==> src/rtl/id_ex_stage.sv <==
// ----------------------------------------------------------------------------
// Module  : id_ex_stage
// Purpose : Decode->execute pipeline register of the pipelined RISC-V core.
//           Holds a single instruction behind a valid/ready handshake, forwards
//           operands from the MEM and WB stages, stalls on a load-use hazard,
//           drops its contents on a branch-redirect flush and drives one-hot
//           ALU enables plus the two ALU operands.
//
// Ports
//   clk, rst_n                 clock, asynchronous active-low reset
//   flush                      discard held and incoming instruction
//   id_valid / id_ready        decode-side handshake
//   id_alu_op                  0 add, 1 sub, 2 xor, 3 or, 4 and, 5-7 illegal
//   id_rs1, id_rs2             source register indices
//   id_rs1_data, id_rs2_data   register-file read data
//   id_imm, id_use_imm         sign-extended immediate, select imm for arg2
//   id_rd, id_reg_write        destination index and write enable
//   mem_reg_write, mem_rd      MEM stage destination
//   mem_data_ok, mem_result    MEM result and whether it is final yet
//   wb_reg_write, wb_rd        WB stage destination
//   wb_result                  WB write data
//   ex_valid / ex_ready        execute-side handshake
//   add_en .. and_en           one-hot ALU enables
//   arg1, arg2                 forwarded ALU operands
//   ex_rd, ex_reg_write        held destination and write enable
// ----------------------------------------------------------------------------
module id_ex_stage #(
    parameter int XLEN = 32
) (
    input  logic            clk,
    input  logic            rst_n,
    input  logic            flush,

    input  logic            id_valid,
    output logic            id_ready,
    input  logic [2:0]      id_alu_op,
    input  logic [4:0]      id_rs1,
    input  logic [4:0]      id_rs2,
    input  logic [XLEN-1:0] id_rs1_data,
    input  logic [XLEN-1:0] id_rs2_data,
    input  logic [XLEN-1:0] id_imm,
    input  logic            id_use_imm,
    input  logic [4:0]      id_rd,
    input  logic            id_reg_write,

    input  logic            mem_reg_write,
    input  logic [4:0]      mem_rd,
    input  logic            mem_data_ok,
    input  logic [XLEN-1:0] mem_result,

    input  logic            wb_reg_write,
    input  logic [4:0]      wb_rd,
    input  logic [XLEN-1:0] wb_result,

    output logic            ex_valid,
    input  logic            ex_ready,
    output logic            add_en,
    output logic            sub_en,
    output logic            xor_en,
    output logic            or_en,
    output logic            and_en,
    output logic [XLEN-1:0] arg1,
    output logic [XLEN-1:0] arg2,
    output logic [4:0]      ex_rd,
    output logic            ex_reg_write
);

    // ALU operation encoding as delivered by decode; 5-7 are illegal.
    typedef enum logic [2:0] {
        ALU_ADD = 3'd0,
        ALU_SUB = 3'd1,
        ALU_XOR = 3'd2,
        ALU_OR  = 3'd3,
        ALU_AND = 3'd4
    } aluOp_e;

    // Held instruction state.
    logic            full_q,     full_d;
    logic [2:0]      op_q,       op_d;
    logic [4:0]      rs1_q,      rs1_d;
    logic [4:0]      rs2_q,      rs2_d;
    logic [XLEN-1:0] rs1Data_q,  rs1Data_d;
    logic [XLEN-1:0] rs2Data_q,  rs2Data_d;
    logic [XLEN-1:0] imm_q,      imm_d;
    logic            useImm_q,   useImm_d;
    logic [4:0]      rd_q,       rd_d;
    logic            regWrite_q, regWrite_d;

    // Forwarding / hazard / handshake nets.
    logic            rs1MemHit;
    logic            rs2MemHit;
    logic            rs1WbHit;
    logic            rs2WbHit;
    logic [XLEN-1:0] rs1Fwd;
    logic [XLEN-1:0] rs2Fwd;
    logic            hazard;
    logic            exValid;
    logic            fire;
    logic            accept;

    // Register-match detection against the later stages. x0 is hardwired to
    // zero, so a write "to x0" downstream must never be seen as a match.
    assign rs1MemHit = mem_reg_write && (mem_rd == rs1_q) && (rs1_q != 5'd0);
    assign rs2MemHit = mem_reg_write && (mem_rd == rs2_q) && (rs2_q != 5'd0);
    assign rs1WbHit  = wb_reg_write  && (wb_rd  == rs1_q) && (rs1_q != 5'd0);
    assign rs2WbHit  = wb_reg_write  && (wb_rd  == rs2_q) && (rs2_q != 5'd0);

    // Operand 1 forwarding: MEM is the younger producer, so it wins over WB.
    always_comb begin
        rs1Fwd = rs1Data_q;
        if (rs1_q == 5'd0) begin
            rs1Fwd = '0;
        end else if (rs1MemHit) begin
            rs1Fwd = mem_result;
        end else if (rs1WbHit) begin
            rs1Fwd = wb_result;
        end
    end

    // Operand 2 forwarding, same priority scheme as operand 1.
    always_comb begin
        rs2Fwd = rs2Data_q;
        if (rs2_q == 5'd0) begin
            rs2Fwd = '0;
        end else if (rs2MemHit) begin
            rs2Fwd = mem_result;
        end else if (rs2WbHit) begin
            rs2Fwd = wb_result;
        end
    end

    // Load-use: the MEM producer has not delivered its data yet. An rs2 match
    // is irrelevant when the instruction takes its second operand from imm.
    assign hazard = full_q && (rs1MemHit || (rs2MemHit && !useImm_q)) && !mem_data_ok;

    assign exValid  = full_q && !hazard;
    assign fire     = exValid && ex_ready;
    // A flush empties the stage at the next edge, so decode may present freely.
    assign id_ready = !full_q || fire || flush;
    assign accept   = id_valid && id_ready && !flush;

    // Next-state: flush beats capture beats drain. While an entry stays put,
    // pick up any WB write to its sources so the value survives once WB has
    // moved on and is no longer visible through forwarding.
    always_comb begin
        full_d     = full_q;
        op_d       = op_q;
        rs1_d      = rs1_q;
        rs2_d      = rs2_q;
        rs1Data_d  = rs1Data_q;
        rs2Data_d  = rs2Data_q;
        imm_d      = imm_q;
        useImm_d   = useImm_q;
        rd_d       = rd_q;
        regWrite_d = regWrite_q;

        if (flush) begin
            full_d = 1'b0;
        end else if (accept) begin
            full_d     = 1'b1;
            op_d       = id_alu_op;
            rs1_d      = id_rs1;
            rs2_d      = id_rs2;
            rs1Data_d  = id_rs1_data;
            rs2Data_d  = id_rs2_data;
            imm_d      = id_imm;
            useImm_d   = id_use_imm;
            rd_d       = id_rd;
            regWrite_d = id_reg_write;
        end else begin
            if (fire) begin
                full_d = 1'b0;
            end
            if (full_q && rs1WbHit) begin
                rs1Data_d = wb_result;
            end
            if (full_q && rs2WbHit) begin
                rs2Data_d = wb_result;
            end
        end
    end

    // State registers; reset drops the entry immediately.
    always_ff @(posedge clk or negedge rst_n) begin
        if (!rst_n) begin
            full_q     <= 1'b0;
            op_q       <= 3'd0;
            rs1_q      <= 5'd0;
            rs2_q      <= 5'd0;
            rs1Data_q  <= '0;
            rs2Data_q  <= '0;
            imm_q      <= '0;
            useImm_q   <= 1'b0;
            rd_q       <= 5'd0;
            regWrite_q <= 1'b0;
        end else begin
            full_q     <= full_d;
            op_q       <= op_d;
            rs1_q      <= rs1_d;
            rs2_q      <= rs2_d;
            rs1Data_q  <= rs1Data_d;
            rs2Data_q  <= rs2Data_d;
            imm_q      <= imm_d;
            useImm_q   <= useImm_d;
            rd_q       <= rd_d;
            regWrite_q <= regWrite_d;
        end
    end

    // One-hot enable decode. Nothing is enabled for an illegal op or when the
    // entry is not presentable, which makes the ALU produce 0.
    always_comb begin
        add_en = 1'b0;
        sub_en = 1'b0;
        xor_en = 1'b0;
        or_en  = 1'b0;
        and_en = 1'b0;
        if (exValid) begin
            case (op_q)
                ALU_ADD: add_en = 1'b1;
                ALU_SUB: sub_en = 1'b1;
                ALU_XOR: xor_en = 1'b1;
                ALU_OR:  or_en  = 1'b1;
                ALU_AND: and_en = 1'b1;
                default: ;
            endcase
        end
    end

    assign ex_valid     = exValid;
    assign arg1         = full_q ? rs1Fwd : '0;
    assign arg2         = full_q ? (useImm_q ? imm_q : rs2Fwd) : '0;
    assign ex_rd        = rd_q;
    assign ex_reg_write = full_q && regWrite_q;

endmodule

==> config.mk <==
export PLATFORM = sky130hd
export DESIGN_NAME = id_ex_stage
export DESIGN_NICKNAME = d
export VERILOG_FILES = /design/src/rtl/id_ex_stage.sv
export SDC_FILE = /design/constraint.sdc
export NUM_CORES = 1
export LEC_CHECK = 0
export BUFFER_PORTS_ARGS = -buffer_cell sky130_fd_sc_hd__buf_2
export CORE_MARGIN = 2
export CORE_UTILIZATION = 32
export CTS_BUF_LIST = sky130_fd_sc_hd__clkbuf_8
export DETAILED_ROUTE_END_ITERATION = 12
export SLEW_MARGIN = 0
export SYNTH_ARGS = -nofsm -noshare
export SYNTH_HDL_FRONTEND = slang
export SYNTH_SLANG_ARGS = --single-unit
==> constraint.sdc <==
create_clock -name clk -period 6.5 [get_ports clk]
set_input_delay 0.325 -clock clk [delete_from_list [all_inputs] [get_ports clk]]
set_output_delay 0.325 -clock clk [all_outputs]
set_load 0.02 [all_outputs]
# Word level (Yosys, flattened, before mapping)
# Index checks and enable logic that the tools add are counted.
[totals] ff_bits=117 out_inout_bits=77 word_cells=82
[op_classes] muxes=26 bitwise_logic=1 n_reduce_logical=37 eq_ne=8
[ops] cell="two-way mux 32 bit" n=13
[ops] cell="equality test 5 bit" n=4
[ops] cell="logical AND 1 bit" n=18
[ops] cell="two-way mux 1 bit" n=13
[ops] cell="logical NOT 5 bit" n=2
[ops] cell="nonzero test 5 bit" n=2
[ops] cell="equality test 3 x 2 -> 1 bit (second input constant)" n=2
[ops] cell="AND reduction 2 bit" n=3
[ops] cell="logical NOT 1 bit" n=5
[ops] cell="nonzero test 2 bit" n=2
[ops] cell="equality test 3 x 1 -> 1 bit (second input constant)" n=1
[ops] cell="equality test 3 bit (second input constant)" n=1
[ops] cell="logical NOT 3 bit" n=1
[ops] cell="logical OR 1 bit" n=3
[ops] cell="nonzero test 3 bit" n=1
[ops] cell="NOT 1 bit" n=1

# Logic depth before layout (Yosys ltp)
[depth] ltp_word=16 depth_mapped=8 depth_no_buf=5

# Worst setup path after synthesis
# No wires, ideal clock.
[synth_timing] kind="reg2out" start="register rs1_q[2]" end="output port arg1[10]" stages_incl_launch_ff=8 slack_ps=3792 arrival_time_ps=2383 required_ps=6175 path_cell_list="dfrtp_1 -> or4_1 -> nor2_1 -> or4_4 -> clkbuf_1 -> clkbuf_1 -> nor2_1 -> a211oi_1"
[synth_between] elab_chain_cells=7
[synth_lines] element="from (decl)" line_no="80" rtl="logic [4:0] rs1_q, rs1_d;"
[synth_lines] element="from (signal assigned)" line_no="199" rtl="rs1_q <= rs1_d;"
[synth_lines] element="equality test 5 bit" line_no="105" rtl="assign rs1WbHit = wb_reg_write && (wb_rd == rs1_q) && (rs1_q != 5'd0);"
[synth_lines] element="logical AND 1 bit (2 in series)" line_no="105"
[synth_lines] element="two-way mux 32 bit" line_no="115" rtl="end else if (rs1WbHit) begin"
[synth_lines] element="two-way mux 32 bit" line_no="113" rtl="end else if (rs1MemHit) begin"
[synth_lines] element="two-way mux 32 bit *" line_no="111" rtl="if (rs1_q == 5'd0) begin"
[synth_lines] element="two-way mux 32 bit *" line_no="231" rtl="assign arg1 = full_q ? rs1Fwd : '0;"
[synth_lines] element="to (decl)" line_no="62" rtl="output logic [XLEN-1:0] arg1,"
# Every way passes the cells marked *; elsewhere a longest branch is shown, timed or not.

# Worst setup path in the final report
[layout_timing] start="register rs2_q[1]" end="output port arg2[25]"
[layout_between] elab_chain_cells=8
[layout_lines] element="from (decl)" line_no="81" rtl="logic [4:0] rs2_q, rs2_d;"
[layout_lines] element="from (signal assigned)" line_no="200" rtl="rs2_q <= rs2_d;"
[layout_lines] element="equality test 5 bit" line_no="106" rtl="assign rs2WbHit = wb_reg_write && (wb_rd == rs2_q) && (rs2_q != 5'd0);"
[layout_lines] element="logical AND 1 bit (2 in series)" line_no="106"
[layout_lines] element="two-way mux 32 bit" line_no="127" rtl="end else if (rs2WbHit) begin"
[layout_lines] element="two-way mux 32 bit" line_no="125" rtl="end else if (rs2MemHit) begin"
[layout_lines] element="two-way mux 32 bit *" line_no="123" rtl="if (rs2_q == 5'd0) begin"
[layout_lines] element="two-way mux 32 bit * (2 in series)" line_no="232" rtl="assign arg2 = full_q ? (useImm_q ? imm_q : rs2Fwd) : '0;"
[layout_lines] element="to (decl)" line_no="63" rtl="output logic [XLEN-1:0] arg2,"
# Marked as above.

==> flow_summary.yaml <==
outcome:
  status: "finished, final reports clean"
layout:
  stdcell_count: 1225
  drive_above_1_share: 0.510
  nFillCells: 2279
  num-nets-final: 1121
  multi_input_comb_area_sq_mm: 0.00430
  seqCellArea_sq_mm: 0.00293
  postLayoutCellArea_sq_mm: 0.00947
  area_delta_synth_final_pct: 27.3
synthesis:
  synth_area_leaders: "dfrtp_1 39%, mux2_2 23%, mux2_1 4.7%"
  synth_edf_count: 0
  ys_async_sr_fraction: 1.00
  synth-seq-cells: 117
  synth_area_sq_mm: 0.00744
  synthCells: 684
  yosys_warnings: 0
  synth_common_cells: "149 x mux2_2, 117 x dfrtp_1, 47 x clkbuf_1"
  syn_nets: 882
  synth_top_area_cell: "dfrtp_1"
  yosysMostFrequentCell: "mux2_2"
  ys_seq_area_frac: 0.394
  yosysUniqueCellTypes: 38
  synth_area_per_cell_sq_um: 10.9
  synth_flop_cell: "dfrtp_1"
  synth_top_cell_area_share: 0.394
global_routing:
  grt-ovfl-total: 0
  grt_pass1_wl_um: 39000
  grt_usage: 0.210
  antenna_found_initial: 4
  grt_pass1_vias: 6873
  grt_max_degree: 67
sta:
  fin_tns_setup_ns: 0
  relSlewSlack: 0.205
  final-setup-viol-count: 0
  timing_hold_violations_final: 0
  rsz0062_at_grt: "false"
  drv_slew: 0
  tightest_slew_ns: 1.19
  hold_slack_ns: 0.0896
  period_needed_ns: 4.06
  finalClockSkew_ns: 0.0146
  finalCritPeriodShare: 0.625
  max_freq_mhz: 246
worst_setup_path:
  start_kind: "flop"
  r2r-end: "rs2Data_q[19]"
  reg2reg_depth: 6
  cp_slowest_stage_delay_ns: 0.98
  r2r-start: "rs1_q[2]"
  reg2reg_slack_ns: 3.18
  worstSetupEndpointType: "output pin"
  cpMaxStageDelayCell: "nor3_2"
  worstPathRequired_ns: 6.17
  cp_max_fo: 35
  critPathKind: "flop to output pin"
  cp_cell_sequence: "xnor2_1, nand2_2, nor3_2, buf_4, a221oi_1, o31ai_1, buf_2"
  cp.arrival_ns: 3.74
clocking:
  ctsRootBufferMaster: "clkbuf_8"
  path_clk_slew_ns: 0.08
  cts.sinks: 117
  h-tree-depth: 4
  post_cts_buffers: 0
  cts_buffer_depth: 2
  cts_tree: "built"
  hold_buffers: 1
  cts_made_buffers: 17
  clkLatencyLatePin_ns: 0.44
  ctsResizeCount: 0
placed_design:
  portBuffers: 274
  gp_congestion: 0.845
  dp_hpwl_um: 17600
  place_inst: 1188
  dpl_cell_area_sq_mm: 0.00904
power:
  p_leak_nw: 4.22
  powerDensity_mw_per_mm2: 245
  ir_drop_mv: 0.131
routing:
  wl_met1_um: 11100
  vias_per_cell: 5.44
  drtIter0Drc: 366
  dr.pass1.iters: 4
  postRouteAntennaNets: 0
  drcViolationCount: 0
  via_count: 6670
  wl_met3_um: 1830
  met2WireLength_um: 12500
  wire_per_inst_um: 21.1
  totalWireLength_um: 25800
  routed.top_layer: "met5"
die:
  num_rows: 55
  die_w_um: 156
  die_h_um: 156
  core_area_sq_mm: 0.0227
  dieArea_sq_mm: 0.0245
  start_util: 0.328
  pin_count: 275
worst_hold_path:
  min_from: "id_imm[27]"
  holdPathStages: 2
  hp-class: "input port to flop"
  min_to: "imm_q[27]"
job:
  maxCapViolCount: 0
==> routing by layer <==
metal  vias to the layer above  track usage
met5                         -            0
met4                         2       0.0603
met3                        26       0.0562
met2                       273        0.349
met1                      3277        0.269
li1                       3092            -
==> worst max-delay path by stage <==
| stage | to | slack (ns) | from | cells after the start |
|---|---|---|---|---|
| finish | arg2[25] | 2.44 | rs2_q[1] | 7 |
| global route | arg2[28] | 2.23 | rs2_q[1] | 7 |
| CTS | arg2[25] | 2.46 | rs2_q[1] | 7 |
| detailed placement | arg2[25] | 2.94 | mem_rd[3] | 8 |
| global placement | arg2[25] | 3.01 | mem_rd[3] | 8 |
| floorplan | arg1[10] | 3.79 | rs1_q[2] | 7 |
==> cells by family after synthesis <==
family | share of synthesized area
buffers and inverters | 0.0378
XOR/XNOR | 0.0235
AO/OA/AOI/OAI | 0.114
multiplexers | 0.316
AND/OR/NAND/NOR | 0.116
flip-flops | 0.394
==> registers in the layout, indices dropped and copies added (netlist names) <==
register,flops
op_q,3
imm_q,32
useImm_q,1
full_q,1
ex_rd,5
rs1Data_q,32
rs2Data_q,32
regWrite_q,1
rs1_q,5
rs2_q,5
==> placed cells by master (no fill, tap or decap), drive strengths merged, types with 2 or more instances in the layout <==
cell and n:
mux2 180, a221oi 32, and3 32, nor3 2, clkbuf 20, xnor2 18, nand2b 4, or4 4
nand4 4, nand2 35, buf 284, bufinv 3, o31ai 32, and2 2, diode 5, xor2 2
mux2i 32, nor4b 3, dfrtp 117, inv 4, nor4 32, clkinv 5, a211oi 33, nor2 40
==> critical path: cells and delay by family (launching register included) <==
family	cells	cell delay [ns]
AOI/OAI and AO/OA	2	0.47
and+or+nand+nor	2	1.49
buffers and inverters	2	0.71
xor gates and xnor gates	1	0.19
DFF	1	0.44
==> power by group <==
part	internal (mW)	switching [mW]	total [mW]	leakage (nW)
combinational	0.324	0.352	0.677	2.63
sequential	0.854	0.0811	0.935	1.38
clock	0.403	0.310	0.713	0.217
==> through the flow <==
step           worst slack, ns  utilization  total power, mW
3_5_place_dp              2.94        0.398             1.62
6_report                  2.44        0.417             2.32
3_3_place_gp              3.01        0.398             1.61
4_1_cts                   2.46        0.417             2.35
2_1_floorplan             3.79            -             1.38
5_1_grt                   2.23        0.417             2.46
==> cell type report <==
type	count	share of cell area
inverters	2	0.000793
multi-input cells	500	0.454
diodes	5	0.00132
well taps	285	0.0376
flip-flops and latches	117	0.309
clock buffers	20	0.0291
clock inverters	11	0.0141
repair buffers	285	0.154
Note: power is estimated with default switching activity, not from simulation.
